===== config.mk =====
export PLATFORM = sky130hd
export DESIGN_NAME = alu_console
export DESIGN_NICKNAME = d
export VERILOG_FILES = /design/src/rtl/alu_console.sv
export SDC_FILE = /design/constraint.sdc
export NUM_CORES = 1
export LEC_CHECK = 0
export ABC_AREA = 1
export BUFFER_PORTS_ARGS = -buffer_cell sky130_fd_sc_hd__buf_2
export CAP_MARGIN = 20
export CORE_ASPECT_RATIO = 2
export CORE_MARGIN = 3
export CORE_UTILIZATION = 35
export CTS_BUF_LIST = sky130_fd_sc_hd__clkbuf_8
export CTS_CLUSTER_DIAMETER = 30
export DETAILED_ROUTE_END_ITERATION = 16
export REMOVE_ABC_BUFFERS = 1
export SYNTH_ARGS = -nofsm -noshare
export SYNTH_HDL_FRONTEND = slang
export SYNTH_SLANG_ARGS = --single-unit

===== constraint.sdc =====
create_clock -name clk -period 5.85 [get_ports clk]
set_clock_uncertainty 0.2 [all_clocks]
set_input_delay 0.2925 -clock clk [delete_from_list [all_inputs] [get_ports clk]]
set_output_delay 0.2925 -clock clk [all_outputs]
set_load 0.02 [all_outputs]

===== src/rtl/alu_console.sv =====
// Press-to-execute ALU console: debounced buttons, latched operands, registered
// NZCV result, and a scanned active-low hex display of the result.
module alu_console #(
    parameter int WIDTH           = 8,
    parameter int DIGITS          = WIDTH / 4,
    parameter int DEBOUNCE_CYCLES = 4,
    parameter int SCAN_DIV        = 16
) (
    input  logic              clk,
    input  logic              reset,
    input  logic [WIDTH-1:0]  SwA,
    input  logic [WIDTH-1:0]  SwB,
    input  logic [2:0]        BtnOp,
    input  logic              BtnExec,
    output logic              Busy,
    output logic [3:0]        LedFlags,
    output logic [DIGITS-1:0] DigitEn,
    output logic [6:0]        SevenSegResult
);

    localparam int DW = $clog2(DEBOUNCE_CYCLES + 1);
    localparam int IW = (DIGITS > 1) ? $clog2(DIGITS) : 1;
    localparam int SW = (SCAN_DIV > 1) ? $clog2(SCAN_DIV) : 1;

    typedef enum logic [1:0] {IDLE, LATCH, EXEC, HOLD} state_t;

    state_t             state, state_nx;
    logic [WIDTH-1:0]   swa_s1, swa_s2, swb_s1, swb_s2;
    logic [3:0]         btn_s1, btn_s2, btn_lvl;
    logic [DW-1:0]      db_cnt [4];
    logic               exec_prev, armed, exec_pressed, exec_event;
    logic [WIDTH-1:0]   a_p0, b_p0, result_p1;
    logic [2:0]         op_p0;
    logic [3:0]         flags_p1;
    logic [WIDTH+3:0]   alu_out;
    logic [SW-1:0]      scan_cnt;
    logic [IW-1:0]      dig_idx, dig_nx;
    logic [DIGITS-1:0]  en_on;
    logic [6:0]         seg_on;
    logic [3:0]         nib_nx;

    // Returns {N, Z, C, V, result}.
    function automatic logic [WIDTH+3:0] alu_eval(input logic [WIDTH-1:0] a,
                                                  input logic [WIDTH-1:0] b,
                                                  input logic [2:0]       op);
        logic [WIDTH:0]   wide;
        logic [WIDTH-1:0] r;
        logic             c, v;
        wide = '0;
        r    = a;
        c    = 1'b0;
        v    = 1'b0;
        case (op)
            3'd0: begin
                wide = {1'b0, a} + {1'b0, b};
                r    = wide[WIDTH-1:0];
                c    = wide[WIDTH];
                v    = (a[WIDTH-1] == b[WIDTH-1]) && (r[WIDTH-1] != a[WIDTH-1]);
            end
            3'd1: begin
                wide = {1'b0, a} - {1'b0, b};
                r    = wide[WIDTH-1:0];
                c    = ~wide[WIDTH];
                v    = (a[WIDTH-1] != b[WIDTH-1]) && (r[WIDTH-1] != a[WIDTH-1]);
            end
            3'd2: r = a & b;
            3'd3: r = a | b;
            3'd4: r = a ^ b;
            3'd5: begin
                r = {a[WIDTH-2:0], 1'b0};
                c = a[WIDTH-1];
            end
            3'd6: begin
                r = {1'b0, a[WIDTH-1:1]};
                c = a[0];
            end
            default: r = a;
        endcase
        return {r[WIDTH-1], (r == '0), c, v, r};
    endfunction

    // Active-high segments {g,f,e,d,c,b,a}.
    function automatic logic [6:0] hex_font(input logic [3:0] n);
        case (n)
            4'h0: return 7'h3F;
            4'h1: return 7'h06;
            4'h2: return 7'h5B;
            4'h3: return 7'h4F;
            4'h4: return 7'h66;
            4'h5: return 7'h6D;
            4'h6: return 7'h7D;
            4'h7: return 7'h07;
            4'h8: return 7'h7F;
            4'h9: return 7'h6F;
            4'hA: return 7'h77;
            4'hB: return 7'h7C;
            4'hC: return 7'h39;
            4'hD: return 7'h5E;
            4'hE: return 7'h79;
            default: return 7'h71;
        endcase
    endfunction

    // Input synchronizers; bit 3 of the button bank is exec.
    always_ff @(posedge clk) begin
        swa_s1 <= SwA;
        swa_s2 <= swa_s1;
        swb_s1 <= SwB;
        swb_s2 <= swb_s1;
        btn_s1 <= {BtnExec, BtnOp};
        btn_s2 <= btn_s1;
    end

    always_ff @(posedge clk) begin
        if (reset) begin
            btn_lvl <= '1;
            for (int i = 0; i < 4; i++) db_cnt[i] <= '0;
        end else begin
            for (int i = 0; i < 4; i++) begin
                if (btn_s2[i] != btn_lvl[i]) begin
                    if (db_cnt[i] == DW'(DEBOUNCE_CYCLES)) begin
                        btn_lvl[i] <= btn_s2[i];
                        db_cnt[i]  <= '0;
                    end else begin
                        db_cnt[i] <= db_cnt[i] + DW'(1);
                    end
                end else begin
                    db_cnt[i] <= '0;
                end
            end
        end
    end

    // armed stays low after reset until exec is seen released, so a button
    // held through reset cannot fire an operation.
    assign exec_pressed = ~btn_lvl[3];
    assign exec_event   = armed & exec_pressed & ~exec_prev;

    always_ff @(posedge clk) begin
        if (reset) begin
            exec_prev <= 1'b0;
            armed     <= 1'b0;
            state     <= IDLE;
        end else begin
            exec_prev <= exec_pressed;
            if (btn_lvl[3] && btn_s2[3]) armed <= 1'b1;
            state <= state_nx;
        end
    end

    always_comb begin
        state_nx = state;
        case (state)
            IDLE:    if (exec_event) state_nx = LATCH;
            LATCH:   state_nx = EXEC;
            EXEC:    state_nx = HOLD;
            HOLD:    if (!exec_pressed) state_nx = IDLE;
            default: state_nx = IDLE;
        endcase
    end

    assign Busy = (state != IDLE);

    // Stage p0: operand/op capture
    always_ff @(posedge clk) begin
        if (state == LATCH) begin
            a_p0  <= swa_s2;
            b_p0  <= swb_s2;
            op_p0 <= ~btn_lvl[2:0];
        end
    end

    assign alu_out = alu_eval(a_p0, b_p0, op_p0);

    // Stage p1: registered result and flags
    always_ff @(posedge clk) begin
        if (reset) begin
            result_p1 <= '0;
            flags_p1  <= 4'b0100;
        end else if (state == EXEC) begin
            result_p1 <= alu_out[WIDTH-1:0];
            flags_p1  <= alu_out[WIDTH+3:WIDTH];
        end
    end

    assign LedFlags = flags_p1;

    assign dig_nx = (dig_idx == IW'(DIGITS - 1)) ? '0 : dig_idx + IW'(1);
    assign nib_nx = 4'(result_p1 >> {dig_nx, 2'b00});

    always_ff @(posedge clk) begin
        if (reset) begin
            scan_cnt <= '0;
            dig_idx  <= '0;
            en_on    <= DIGITS'(1);
            seg_on   <= 7'h3F;
        end else if (scan_cnt == SW'(SCAN_DIV - 1)) begin
            scan_cnt <= '0;
            dig_idx  <= dig_nx;
            en_on    <= DIGITS'(1) << dig_nx;
            seg_on   <= hex_font(nib_nx);
        end else begin
            scan_cnt <= scan_cnt + SW'(1);
        end
    end

    assign DigitEn        = ~en_on;
    assign SevenSegResult = ~seg_on;

endmodule


==> metrics, run 1 <==
syn_area_per_cell 8.44 sq um; Chip Height 174 um; total track usage around 15%; Reg2Reg Setup Slack about 3.3 ns; HP Class input pin to register; htree depth 3; drt total wl 10.9 mm; Fillers ~1400; DR vias/cell approximately 4.6; Num Clock Sinks 103; max-slew violation count 0; CTS root buffer clkbuf_8; pin count of the biggest net entering global routing 22; routed via count between 3000 and 4000; WP data arrival ~2.6 ns; pre-CTS setup slack 3.36 ns; Critical Path Source a_p0[0]$_DFFE_PN_; largest cells by area after synthesis dfxtp_1, edfxtp_1, ha_1; Initial DRC Count between 150 and 200; Reg-to-Reg End LedFlags[2]$_SDFFE_PP1P_; initial antenna violation count 0; Max-Cap Viols 0; n_diodes 0; r2r worst-path depth 12; nets 725; Setup TNS Final 0 ns; Skew-Pair Late Insertion Delay 0.36 ns; DP HPWL 8.75 mm; Worst Setup EP LedFlags[2]$_SDFFE_PP1P_; CTS Buf Count 9; Synth cell types 35; Hold Vio Cnt, Final 0; first-pass GRT wire length between 15 and 20 mm; CORE AREA 0.0139 sq mm; static leakage ~2.8 nW; post-CTS sizing 0; YS warnings 0; Max Fanout on Critical Path 4; Clock transition at path regs 0.10 ns; FMAX 399 MHz; hold path startpoint reset; Area Overhead vs Synth 16.1%; gr ovfl total 0; port bufs 35; Starting Density 35.8%; Residual DRC 0; Worst Setup Slack, final 3.34 ns; RSZ-0062 raised after global routing false; Worst setup SP type register; Worst path slowest cell fa_1; Die X-Extent 90.3 um; total I/O pin count 36; DR WL/cell 12.9 um; TritonCTS clock tree built; critical path type register to register; fin crit period 2.51 ns; Cell Pwr Density 393 mW/mm^2; FP Rows 61; Post-DRT Antenna Nets 0; Cell Area, Synth 0.00497 sq mm; crit-path cells inv_1 > ha_1 > fa_1 > o21ai_0 > nand3_1 > nand3_1 > nand3_1 > nor2_1 > nand2_1 > nor2_1 > nand4_1 > nand2_1; drt first pass iters 4; sequential fraction of the synthesis area 47.7%; post-synth top area share roughly 29%; Worst Tran Pin Value around 0.8 ns; final cycle utilization of the critical path 42.9%; Crit. End Element register; status complete, no violations; Critical R2R Launch a_p0[0]$_DFFE_PN_; Mapped Cells 589; DIE AREA between 0.015 and 0.02 sq mm; Final Wtd Congestion 0.934; post-synthesis register bit count approximately 100; number of global-route vias before repair ~4000; max incr delay on CP roughly 0.44 ns; Worst EP required 5.96 ns; final setup fails 0; fraction of layout cells with a size suffix above 1 under 10%; largest area contributor in the netlist dfxtp_1; clk buf depth 2; maximum vdd drop ~0.34 mV; max_slew headroom 46.3%; critical path's most frequent cell nand3_1
[how the worst min path moves through the flow]
| stage | slack [ns] | end | cells past startpoint |
|---|---|---|---|
| floorplan | 0.11 | btn_s2[0]$_DFF_P_ | 0 |
| global placement | 0.11 | swa_s2[0]$_DFF_P_ | 0 |
| detailed placement | 0.11 | btn_s2[0]$_DFF_P_ | 0 |
| CTS | 0.02 | seg_on[6]$_SDFFE_PP0P_ | 2 |
| global route | 0.03 | LedFlags[1]$_SDFFE_PP0P_ | 2 |
| finish | 0.05 | seg_on[6]$_SDFFE_PP0P_ | 2 |
[cells by family after synthesis]
kind of cell | after synthesis | share of synthesized area [%]
AOI/OAI and AO/OA | 74 | 8.49
xor gates and xnor gates | 11 | 1.94
adders and majority gates | 48 | 12.4
buffers and inverters | 113 | 8.79
DFF | 103 | 47.7
other | 1 | 0.0755
and+or+nand+nor | 239 | 20.6
[timing repair]
| item | in CTS | in global routing |
|---|---|---|
| buffers inserted | 0 | 0 |
| hold buffers | 20 | 0 |
| endpoints found under the setup margin | 0 | 0 |
| hold endpoints to repair | 20 | 0 |
[metrics by stage]
stage | hold WS (ns) | power (mW) | instance area (sq um) | utilization, % | cells
finish | 0.0464 | 2.27 | 5770 | 41.5 | 849
floorplan | 0.110 | 1.56 | 4960 | - | 589
detailed placement | 0.113 | 1.82 | 5370 | 38.6 | 813
global placement | 0.111 | 1.81 | 5370 | 38.6 | 813
global route | 0.0350 | 2.44 | 5770 | 41.5 | 849
CTS | 0.0243 | 2.29 | 5770 | 41.5 | 849
[cells in the final DEF (no fill, tap or decap), types with 2 or more instances in the layout]
master,instances
o211ai_1,2
nand2_1,108
nand3_1,48
o21ai_2,2
o21ai_1,2
xor2_1,5
dlygate4sd3_1,20
o22ai_1,6
xnor2_1,6
nand4_1,6
nor2_1,61
nand2_2,2
a211oi_1,3
dfxtp_1,72
nand3_2,3
conb_1,12
or2_2,2
inv_2,4
edfxtp_1,31
clkbuf_8,9
buf_2,35
inv_1,98
o21ai_0,32
a21oi_1,22
ha_1,46
nor3_1,6
fa_1,2
clkinv_4,2
[routing by layer]
layer,vias to the layer above,track usage [%],wire (um)
li1,1995,-,-
met1,1782,13.3,3950
met2,86,27.8,5900
met3,35,2.04,238
met4,0,12.8,851
met5,-,0,0
[final cells by class]
class	count	area, sq um	share of cell area (%)
tap	189	236	4.10
multi-input combinational	384	2200	38.1
sequential	103	2370	41.1
inverter	102	383	6.63
clock buffer	9	124	2.15
clock inverter	7	78.8	1.37
timing repair buffer	55	375	6.50
[sequential cells by signal, indices dropped and copies added, names as in the netlist]
register / cells
seg_on: 7
btn_s2: 4
btn_s1: 4
a_p0: 8
op_p0: 3
exec_prev: 1
swa_s1: 8
state: 2
dig_idx: 1
armed: 1
LedFlags: 3
swb_s2: 8
swa_s2: 8
result_p1: 8
db_cnt: 12
swb_s1: 8
en_on: 1
btn_lvl: 4
scan_cnt: 4
b_p0: 8
[synth_stat cells]
cell type,count
nand2_1,108
inv_1,98
dfxtp_1,72
nor2_1,61
nand3_1,48
ha_1,46
o21ai_0,32
edfxtp_1,31
a21oi_1,22
nand4_1,6
nor3_1,6
o22ai_1,6
xnor2_1,6
clkbuf_1,5
xor2_1,5
buf_2,4
inv_2,4
a211oi_1,3
nand3_2,3
buf_4,2
fa_1,2
nand2_2,2
o211ai_1,2
o21ai_1,2
o21ai_2,2
or2_2,2
a221oi_1,1
a221oi_2,1
a32oi_1,1
conb_1,1
nand3b_1,1
nor2_4,1
o21a_1,1
o221ai_1,1
or2_1,1
[where the power goes]
group	total (mW)	leakage (nW)	internal [mW]	switching, mW
Combinational	0.901	1.75	0.294	0.607
Clock	0.447	0.0994	0.202	0.244
Sequential	0.921	0.900	0.844	0.0762
Total	2.27	2.75	1.34	0.927
[critical path, delay by kind of cell, from the launching register on]
| family | cells | cell delay [ns] |
|---|---|---|
| simple gates | 8 | 0.85 |
| compound gates | 1 | 0.24 |
| fa+ha+maj | 2 | 0.68 |
| buf+inv | 1 | 0.10 |
| flops | 1 | 0.39 |
(Power assumes the default switching activity.)
==> run 2: changes to the inputs <==
--- a/config.mk
+++ b/config.mk
@@ -5,7 +5,7 @@
 export SDC_FILE = /design/constraint.sdc
 export NUM_CORES = 1
 export LEC_CHECK = 0
-export ABC_AREA = 1
+export ABC_AREA = 0
 export BUFFER_PORTS_ARGS = -buffer_cell sky130_fd_sc_hd__buf_2
 export CAP_MARGIN = 20
 export CORE_ASPECT_RATIO = 2
==> constraint.sdc (replaced) <==
create_clock -name clk -period 2.1 [get_ports clk]
set_clock_uncertainty 0.2 [all_clocks]
set_input_delay 0.105 -clock clk [delete_from_list [all_inputs] [get_ports clk]]
set_output_delay 0.105 -clock clk [all_outputs]
set_load 0.02 [all_outputs]
==> metrics, run 2 <==
fraction of layout cells with a size suffix above 1 between 30% and 40%; drt total wl 11.3 mm; WHS Endpoint swb_s2[7]$_DFF_P_; Initial DRC Count 156; Area Overhead vs Synth 34.7%; CORE AREA 0.0140 sq mm; Post-synth EDFFs 31; status finished with violations; total I/O pin count 36; WP data arrival ~2.6 ns; max incr delay on CP 0.40 ns; Worst setup SP type register; Starting Density 35.9%; port bufs 35; failing checks negative setup slack; Final Wtd Congestion between 0.9 and 1; commonest non-fill, non-tap cell in the layout buf_4; post-synth top area share 28.7%; Reg-to-Reg End LedFlags[2]$_SDFFE_PP1P_; Hold Vio Cnt, Final 0; pin count of the biggest net entering global routing 29; final cycle utilization of the critical path 121%; Max-Cap Viols 0; n_diodes 0; CTS root buffer clkbuf_8; most frequent cells in the layout buf_4, dfxtp_1, nor2_1; Synth cell types between 60 and 70; RSZ-0062 raised after global routing true; Post-DP Area 0.00599 sq mm; final setup fails 10; met2 usage ~28%; fin crit period 2.55 ns; TritonCTS clock tree built; FMAX 392 MHz; critical path type register to register; r2r worst-path depth 10; GRT busiest layer met2; Main synth FF type dfxtp_1; nets 708; sequential fraction of the synthesis area 47.3%; hold path startpoint swb_s1[7]$_DFF_P_; Cell Pwr Density approximately 920 mW/mm^2; drt first pass iters 4; design area 0.00676 sq mm; post-synthesis register bit count 103; Max Fanout on Critical Path 3; Reg2Reg Setup Slack -0.45 ns; asr flop ratio synth 0%; crit-path cells inv_2 > ha_4 > a211oi_2 > or3_4 > xnor2_2 > nor3_2 > o32ai_2 > buf_4 > o2111ai_1 > o31ai_1; Die X-Extent approximately 91 um; Cell Area, Synth 0.00502 sq mm; Post-DRT Antenna Nets 0; static leakage 3.03 nW; Biggest register db_cnt; HP Class register to register; M1 GR Usage 13.1%; hold depth 0; clk buf depth 2; htree depth 3; Mapped Cells 490; most frequent cell after synthesis dfxtp_1; Chip Height 175 um; routed via count between 4000 and 5000; YS warnings 0; synth cell count leaders dfxtp_1, inv_1, ha_1; FP Rows 61; number of global-route vias before repair 4134; largest cells by area after synthesis dfxtp_1, edfxtp_1, ha_1; Worst Tran Pin Value 0.501 ns; max FFs per register 12; Critical R2R Launch a_p0[1]$_DFFE_PN_; largest area contributor in the netlist dfxtp_1; total track usage 14.5%; max-slew violation count 0; Skew-Pair Late Insertion Delay 0.37 ns; syn_area_per_cell 10.2 sq um; Clock transition at path regs 0.10 ns; Worst path slowest cell edfxtp_1; DIE AREA 0.0159 sq mm; Num Clock Sinks 103; initial antenna violation count 0; final core utilization between 40 and 50%; maximum vdd drop 0.749 mV; first-pass GRT wire length about 18 mm; DR vias/cell between 4 and 5; gr ovfl total 0; DP HPWL 8.75 mm; global-route track usage on met3 roughly 2.3%; max_slew headroom 66.3%; Residual DRC 0; DR WL/cell around 14 um; CTS Buf Count 9; Worst Setup Slack, final -0.448 ns; pre-CTS setup slack -0.643 ns; Worst EP required approximately 2.2 ns; Crit. End Element register
run 2: changes by cell type after synthesis, sizes merged, moves of 12 or more:
cell / delta
inv: -51
nand2: -85
mux2i: +20
o21ai: -26
nor2: -18
nand3: -42
and3: +12
run 2: logic make-up after synthesis:
group | count (synthesis) | synth area share (%)
simple gates | 134 | 13.2
flops | 103 | 47.3
compound gates | 90 | 12.8
buf+inv | 74 | 6.16
fa+ha+maj | 48 | 12.3
mux | 25 | 5.56
xor+xnor | 15 | 2.62
other cells | 1 | 0.0747
run 2: repair_timing:
action                     4_1_cts  5_1_grt
resized for setup               19       48
hold buffers                    21        0
setup endpoints to repair       10       12
setup buffers                    3        5
pin swaps                       11       21
hold endpoints to repair        25        0
run 2: per-layer routing:
metal  up-vias  wire length [um]
li1       1985                 -
met1      1894              4090
met2        82              6410
met3        40               252
met4         0               594
met5         -                 0
run 2: final cells by class:
class | instances | area [sq um]
clock buffer | 10 | 138
fill | 1251 | 7210
clock inverter | 6 | 36.3
sequential | 103 | 2370
timing repair buffer | 149 | 1100
multi-input combinational | 324 | 2680
tap | 189 | 236
inverter | 51 | 194
run 2: metrics by stage:
stage                     TNS (ns)  power (mW)  hold WS, ns  cells
after floorplan              -2.23        3.63      -0.0673    478
after global placement       -3.95        4.61      0.00804    787
after detailed placement     -4.43        4.66      0.00858    787
after CTS                    -3.62        5.94        0.133    827
after global routing         -4.13        6.57        0.131    832
final                        -3.28        6.20        0.132    832
run 2: worst max path at each step:
stage                     cells after the start                        to  slack (ns)         startpoint
after floorplan                               9  LedFlags[2]$_SDFFE_PP1P_       -0.42  a_p0[0]$_DFFE_PN_
after global placement                       10  LedFlags[2]$_SDFFE_PP1P_       -0.58  a_p0[1]$_DFFE_PN_
after detailed placement                     10  LedFlags[2]$_SDFFE_PP1P_       -0.64  a_p0[1]$_DFFE_PN_
after CTS                                    10  LedFlags[2]$_SDFFE_PP1P_       -0.49  a_p0[1]$_DFFE_PN_
after global routing                          9  LedFlags[2]$_SDFFE_PP1P_       -0.52  b_p0[0]$_DFFE_PN_
final                                        10  LedFlags[2]$_SDFFE_PP1P_       -0.45  a_p0[1]$_DFFE_PN_
run 2: report_power, final:
part / leakage [nW] / internal, mW / switching [mW]
sequential: 0.897 / 2.26 / 0.114
combinational: 2.05 / 1.37 / 1.35
clock: 0.0892 / 0.458 / 0.643
total: 3.03 / 4.08 / 2.11
run 2: worst max-delay path: cells and delay by family, from the launching register on:
family	cells	cell delay, ns
compound gates	4	0.69
xor+xnor	1	0.17
fa+ha+maj	1	0.29
buf+inv	2	0.28
flops	1	0.40
simple gates	2	0.44
